===== config.mk =====
export PLATFORM = sky130hd
export DESIGN_NAME = imem_loadable
export DESIGN_NICKNAME = d
export VERILOG_FILES = /design/src/rtl/imem_loadable.sv
export SDC_FILE = /design/constraint.sdc
export NUM_CORES = 2
export LEC_CHECK = 0
export BUFFER_PORTS_ARGS = -buffer_cell sky130_fd_sc_hd__buf_2
export CAP_MARGIN = 25
export CORE_MARGIN = 5
export CORE_UTILIZATION = 60
export DETAILED_ROUTE_END_ITERATION = 10
export PLACE_DENSITY = 0.76
export SYNTH_ARGS = -nofsm -noshare
export SYNTH_HDL_FRONTEND = slang
export SYNTH_SLANG_ARGS = --single-unit

===== constraint.sdc =====
create_clock -name clk -period 5.11 [get_ports clk]
set_input_delay 0.2555 -clock clk [delete_from_list [all_inputs] [get_ports clk]]
set_output_delay 0.2555 -clock clk [all_outputs]
set_load 0.01 [all_outputs]

===== src/rtl/imem_loadable.sv =====
// rtl/imem_loadable.sv - run-time loadable instruction memory with registered fetch port
module imem_loadable #(
    parameter int                DATA_W = 8,
    parameter int                ADDR_W = 8,
    parameter int                DEPTH  = 256,
    parameter logic [DATA_W-1:0] FILL   = 8'hC3
) (
    input  logic              clk,
    input  logic              rst_n,
    input  logic              ld_start,
    input  logic              ld_valid,
    output logic              ld_ready,
    input  logic [DATA_W-1:0] ld_data,
    input  logic              ld_last,
    output logic              ld_overflow,
    input  logic              fetch_en,
    input  logic [ADDR_W-1:0] fetch_addr,
    output logic [DATA_W-1:0] instr,
    output logic              instr_valid,
    output logic              running,
    output logic [ADDR_W:0]   prog_len
);

    localparam int IDX_W = (DEPTH > 1) ? $clog2(DEPTH) : 1;
    localparam logic [ADDR_W:0] LAST_IDX = (ADDR_W+1)'(DEPTH - 1);

    typedef enum logic [1:0] {
        S_IDLE,
        S_LOAD,
        S_RUN
    } state_t;

    state_t            state;
    logic [ADDR_W:0]   cnt;
    logic [DATA_W-1:0] mem [DEPTH];
    logic              beat;
    logic              fetch_hit;

    // A restart pulse takes priority over any beat presented in the same cycle.
    assign beat      = ld_valid && ld_ready && !ld_start;
    assign fetch_hit = {1'b0, fetch_addr} < prog_len;

    always_ff @(posedge clk) begin
        if (beat) begin
            mem[cnt[IDX_W-1:0]] <= ld_data;
        end
    end

    always_ff @(posedge clk or negedge rst_n) begin
        if (!rst_n) begin
            state       <= S_IDLE;
            ld_ready    <= 1'b0;
            ld_overflow <= 1'b0;
            instr       <= FILL;
            instr_valid <= 1'b0;
            running     <= 1'b0;
            prog_len    <= '0;
            cnt         <= '0;
        end else begin
            instr_valid <= 1'b0;
            if (ld_start) begin
                state       <= S_LOAD;
                ld_ready    <= 1'b1;
                running     <= 1'b0;
                ld_overflow <= 1'b0;
                prog_len    <= '0;
                cnt         <= '0;
            end else begin
                case (state)
                    S_IDLE: begin
                        instr <= FILL;
                    end
                    S_LOAD: begin
                        if (beat) begin
                            cnt <= cnt + 1'b1;
                            // Running out of space ends the load just like ld_last, but flags it.
                            if (ld_last || cnt == LAST_IDX) begin
                                state       <= S_RUN;
                                ld_ready    <= 1'b0;
                                running     <= 1'b1;
                                prog_len    <= cnt + 1'b1;
                                ld_overflow <= !ld_last;
                            end
                        end
                    end
                    S_RUN: begin
                        if (fetch_en) begin
                            instr_valid <= 1'b1;
                            instr       <= fetch_hit ? mem[fetch_addr[IDX_W-1:0]] : FILL;
                        end
                    end
                    default: begin
                        state <= S_IDLE;
                    end
                endcase
            end
        end
    end

endmodule


# After elaboration in Yosys (flattened, before gate mapping)
# Memories as Yosys holds them, arrays and structs flattened.
# Index checks and enable logic that the tools add are counted.
word_totals:
  input_bits: 22
  ff_bits: 32
  latchBits: 0
  elab_cells: 65
  romBits: 0
  ramBits: 2048
  memories: 1
classes:
  n_lt_le_gt_ge: 1
  addsub: 1
  shift: 0
  reduce_logical: 15
  bitwise_logic: 1
  mul: 0
  eq_ne: 7
  div: 0
  n_mux: 31
memory_table:
  columns: ["name", "words", "word_bits", "read_ports", "rd_clocked_by_memory_dff", "write_ports", "line_no", "rtl"]
  rows:
  - ["mem", 256, 8, 1, 0, 1, "35", "logic [DATA_W-1:0] mem [DEPTH];"]
op_table:
  columns: ["operator", "n"]
  rows:
  - ["$mux W9", 7]
  - ["$mux W1", 17]
  - ["$mux W8", 2]
  - ["$pmux W8 S2", 1]
  - ["$add A9 B1 Y9 const B", 1]
  - ["$eq A9 B8 Y1 const B", 1]
  - ["$lt A8 B9 Y1", 1]
  - ["$reduce_and A3 Y1", 3]
  - ["$reduce_bool A2 Y1", 4]
  - ["$mux W2", 3]
  - ["$ne A3 B3 Y1 const B", 2]
  - ["$pmux W2 S2", 1]
  - ["$eq A2 B1 Y1 const B", 1]
  - ["$eq A2 B2 Y1 const B", 1]
  - ["$logic_and A1 B1 Y1", 2]
  - ["$logic_not A1 Y1", 2]
  - ["$logic_not A2 Y1", 1]
  - ["$ne A2 B1 Y1 const B", 1]
  - ["$ne A2 B2 Y1 const B", 1]
  - ["$reduce_and A2 Y1", 1]
  - ["$reduce_or A2 Y1", 1]
  - ["$logic_or A1 B1 Y1", 1]
  - ["$not A1 Y1", 1]

# Logic depth before layout (Yosys ltp)
depth:
  depth_word: 6
  mapped_depth: 12
  mapped_depth_nobuf: 9

# Worst setup path before layout
# OpenSTA, ideal clock, no wires.
synth_timing:
  path_kind: "input to register"
  start: "input fetch_addr[0]"
  end: "register instr[4]"
  cell_stages: 10
  slack_ps: 2718
  arrival_ps: 2269
  n_path_buf: 4
  cell_sequence: "buf_6 buf_2 buf_4 buf_2 mux4_2 o221ai_1 o21ai_0 a22oi_1 o21ai_0 a2bb2oi_1"
synth_between:
  elab_chain_cells: 4
synth_rtl:
  columns: ["item", "line_no", "rtl"]
  rows:
  - ["start, declared", "17", "input logic [ADDR_W-1:0] fetch_addr,"]
  - ["$mem_v2 Z256 W8 or $lt A8 B9 Y1 (tied branches)", null, null]
  - ["$mux W8 *", "89", "instr <= fetch_hit ? mem[fetch_addr[IDX_W-1:0]] : FILL;"]
  - ["$mux W8 *", "87", "if (fetch_en) begin"]
  - ["$pmux W8 S2 *", "69", "case (state)"]
  - ["end signal, assigned", "89", null]
  - ["end, declared", "18", "output logic [DATA_W-1:0] instr,"]
# Mark *: on every way between the ends. The rest lies on a longest branch, timed or not. The select of a mux whose other input is x is not followed.
# A chain may end at the register's enable or synchronous reset.

# Worst setup path in the final report
layout_timing:
  start: "register ld_ready"
  end: "memory mem[218][4] (enable)"
layout_between:
  elab_chain_cells: 4
layout_rtl:
  columns: ["item", "line_no", "rtl"]
  rows:
  - ["start, declared", "12", "output logic ld_ready,"]
  - ["start signal, assigned", "52", "ld_ready <= 1'b0;"]
  - ["start signal, assigned", "63", "ld_ready <= 1'b1;"]
  - ["start signal, assigned", "79", "ld_ready <= 1'b0;"]
  - ["$logic_and A1 B1 Y1 (2 in series)", "40", "assign beat = ld_valid && ld_ready && !ld_start;"]
  - ["$mux W1", "44", "if (beat) begin"]
  - ["$mux W1 (not written as such)", "45", "mem[cnt[IDX_W-1:0]] <= ld_data;"]
  - ["end, declared", "35", null]
# No other way between the ends.

==> results <==
- The share of the synthesized area in compound gates (AO/OA/AOI/OAI) is about 3.8%.
- The number of cells produced by synthesis is 4237.
- The total wirelength of the detailed-routed design is between 150 and 200 mm.
- The cell area that synthesis handed to floorplanning was between 0.08 and 0.09 sq mm.
- In this run the static leakage power is 29.0 nW.
- The min-delay analysis places its worst path in the category in -> async.
- For this run, the total global-route usage over all layers was measured as approximately 28%.
- The count of cells resized by post-cts repair is 0.
- The detailed router finished its first iteration with roughly 6.0k violations.
- The Yosys step of the flow raised 0 warnings.
- Summed over all failing endpoints, the final setup total negative slack is 0 ns.
- The portion of the clock cycle consumed by the worst path in the final layout is 67.9%.
- The number of global-route vias before repair is approximately 42k.
- The floorplan has 135 rows.
- In the post-synthesis netlist, the cell with the most instances is edfxtp_1.
- The area of the core is around 0.14 sq mm.
- At the end of routability-driven placement, the weighted congestion stood at between 0.9 and 1.
- When the netlist entered floorplanning its net count stood at 4271.
- Input and output buffers added on the ports amount to between 40 and 50.
- The predominant post-synthesis flop cell is edfxtp_1.
- The run finished with clean final reports.
- Once detail routing completed, the nets flagged for antenna violations numbered 0.
- Dividing the synthesized area by the synthesized cell count gives 19.2 sq um.
- Counting flops with an async set or reset pin after synthesis yields a share of under 10%.
- The highest fanout seen on the critical path is 10.
- In the post-synthesis netlist, the biggest area contributors are edfxtp_1 76%, mux4_2 8.5%, mux2i_1 5.4%.
- The post-synthesis adder-cell area fraction is 0.185%.
- The critical path starts at ld_ready$_DFFE_PN0P_.
- The slack of the worst reg-to-reg path is 1.64 ns.
- The number of violations of the max-capacitance limit is 0.
- For this design the ratio of total power to cell area is about 380 mW/mm^2.
- Summing the sequential cell areas from Yosys gives about three quarters of the chip area.
- At the end of the flow the core is filled with cells to 66.4%.
- From bottom edge to top edge, the die measures around 380 um.
- Dividing the detail-routed wire length by the instance count gives roughly 32 um.
- The number of pins with negative max-slew slack in the final report is 0.
- The maximum vdd drop is about 0.33 mV.
- The worst pin sits at a relative slew slack of about a quarter.
- Pin placement for this block handled 43 I/O pins.
- The final global-route overflow total is 0.
- The deepest level of the CTS H-tree is 4.
- The area share of xor/xnor cells in the synthesized design is less than 1%.
- Clock tree synthesis selected as its root buffer the cell clkbuf_16.
- The top cell type's share of synthesized area is ~76%.
- Measured along the x axis, the die boundary spans roughly 380 um.
- For the final database, setup skew stands at ~0.029 ns.
- The launch point of the worst reg-to-reg path is ld_ready$_DFFE_PN0P_.
- The share of final-layout standard cells stronger than drive strength 1 is roughly 17%.
- For this design, the slowest cell found on the critical path is nor2_1.
- The arrival time of the worst setup path is between 3 and 4 ns.
- The critical path endpoint category is a register.
- After Yosys synthesis, and, or, nand and nor cells account for under 10% of the synthesized area.
- The initial antenna violation count is 6.
- The number of optimization iterations in the first detailed-route pass is 6.
- The worst-skew pair later-pin latency is between 0.8 and 0.9 ns.
- The detail-routed via count per cell is 6.72.
- The overall via count from detail_route is 42.1k.
- The dominant combinational cell family by area after synthesis is multiplexers.
- The synthesized design contains ~2.1k register bits.
- Once the floorplan was initialized, standard cells occupied 60.2% of the core.
- The final critical-path required period is between 3 and 4 ns.
- TritonCTS built the clock tree.
- STA classifies the critical path startpoint as a register.
- Yosys mapped the design onto 63 distinct sky130hd cell types.
- The total number of nets in the final design is approximately 4.4k.
- Clock tree synthesis inserted a total of between 150 and 200 buffers.
- The delay of the slowest critical-path stage is about 0.80 ns.
- The largest total area in the synthesized netlist belongs to edfxtp_1.
- Once layout is done, the placed cells without fillers occupy 0.0897 sq mm.
- The multiplexer share of the synthesized area is between 10% and 20%.
- The first global-routing pass estimated 288 mm of wire.
- The post-CTS repair timing setup buffer count is 0.
- The largest net degree at the start of global routing is roughly 180.
- For this run, design rule violations remaining after detail routing come to 0.
- The number of sinks driven by the clock tree is 2080.
- The data required time at the worst endpoint is 5.53 ns.
- Relative to the synthesized area, the layout overhead comes to 10.4%.
- In the synthesized netlist, the cells that appear most often are 2048 x edfxtp_1, 437 x mux2i_1, 306 x mux4_2.
- The hold violation count in the final report is 0.
- The critical path goes through nand2_1 > nor2_1 > and2_1 > nand2_1 > buf_4 > nor2_1.
- Setup repair after global routing left no endpoint under its margin.
- The number of synthesized flops with an enable pin is roughly 2.0k.
- Timing would allow up to 288 MHz.
- The longest clock path from root to sink contains 3 buffers.
- The setup violation total in the final timing report is 0.
- The die covers roughly 0.14 sq mm.
- The area after detailed placement is between 0.08 and 0.09 sq mm.
- The type of the setup path with the least slack is reg -> reg.
- The transition time at the pin with the least slew margin is 1.14 ns.
- The detailed placer's ending HPWL is 118 mm.
- The clock slew at the register clock pins of the worst setup and hold paths is 0.06 ns.
## worst max-delay path: cells and delay by family, from the launching register on
family | cells | cell delay (ns)
buf+inv | 1 | 0.46
simple gates | 5 | 2.19
flops | 1 | 0.42
## worst paths after layout
check	endpoint	cells after the start
min	prog_len[8]$_DFFE_PN0P_	2
min reg2reg	running$_DFFE_PN0P_	2
max	mem[218][4]$_DFFE_PP_	6
min in group clk	mem[236][4]$_DFFE_PP_	1
max reg2reg	mem[218][4]$_DFFE_PP_	6
max in group asynchronous	instr[3]$_DFFE_PN0P_	2
## registers in the layout (all words and copies together) (netlist names)
signal / cells
prog_len: 9
running: 1
ld_overflow: 1
state: 2
cnt: 9
mem: 2048
instr: 8
instr_valid: 1
ld_ready: 1
## routing by layer
layer  global-route usage [%]  wire length, um  vias to the layer above
li1                         -                -                    17375
met1                     39.0            73000                    21654
met2                     43.4            94100                     2638
met3                     6.76            22400                      455
met4                     10.8             8340                        2
met5                        0                7                        -
## cell usage in the layout (no fill, tap or decap), types with 9 or more instances in the layout
cell           count
inv_1             16
a31oi_1           13
a22o_1            23
clkbuf_16        195
ha_1              12
nand2_1          157
mux4_2           306
a211oi_1          14
dfrtp_1           28
nor3_1            11
mux2_2            10
a22oi_1          148
o221ai_1          13
nor2_1           300
a21oi_1           91
buf_4             71
clkbuf_1          37
dlygate4sd3_1      9
o21ai_0           45
nand2b_1          13
nor4_1            11
o22ai_1           17
nor2b_1           19
clkinv_1          47
buf_2             31
nand3_1          116
bufinv_16         12
o211ai_1          19
a221oi_1          23
buf_12            23
edfxtp_1        2048
mux2i_1          437
clkinv_2          38
## kinds of logic (layout without fill, tap and decap cells)
| group | after synthesis | count (layout) |
|---|---|---|
| flops | 2080 | 2080 |
| compound gates | 442 | 442 |
| other cells | 0 | 6 |
| xor+xnor | 9 | 9 |
| fa+ha+maj | 12 | 12 |
| mux | 757 | 757 |
| buf+inv | 265 | 512 |
| simple gates | 672 | 672 |
## area by class of cell
cell class	instances	area (sq um)
sequential	2080	62300
antenna	6	15.0
multi-input combinational	1892	17700
fill	8399	45400
timing repair buffer	147	1450
clock inverter	116	930
tap	1781	2230
inverter	17	63.8
clock buffer	232	5020
## power breakdown
| part | switching [W] | internal [W] | leakage [nW] |
|---|---|---|---|
| Sequential | 0.0000129 | 0.0188 | 18.8 |
| Clock | 0.00607 | 0.00759 | 2.91 |
| Combinational | 0.00109 | 0.000538 | 7.29 |
| Total | 0.00717 | 0.0269 | 29.0 |
## timing repair
item | CTS | global route
setup endpoints to repair | 0 | 0
endpoints found under the hold margin | 63 | 0
hold buffers | 9 | 0
## per-stage QoR
stage                     std cells  worst slack (ns)  hold WS (ns)  total power [W]
after global routing           6265              1.63         0.114           0.0350
after floorplan                4237              2.72       -0.0401           0.0200
after CTS                      6262              1.69        0.0613           0.0341
after global placement         5904              1.37         0.395           0.0207
after detailed placement       5905              1.41         0.395           0.0207
final                          6271              1.64        0.0952           0.0340
(Power assumes the default switching activity.)
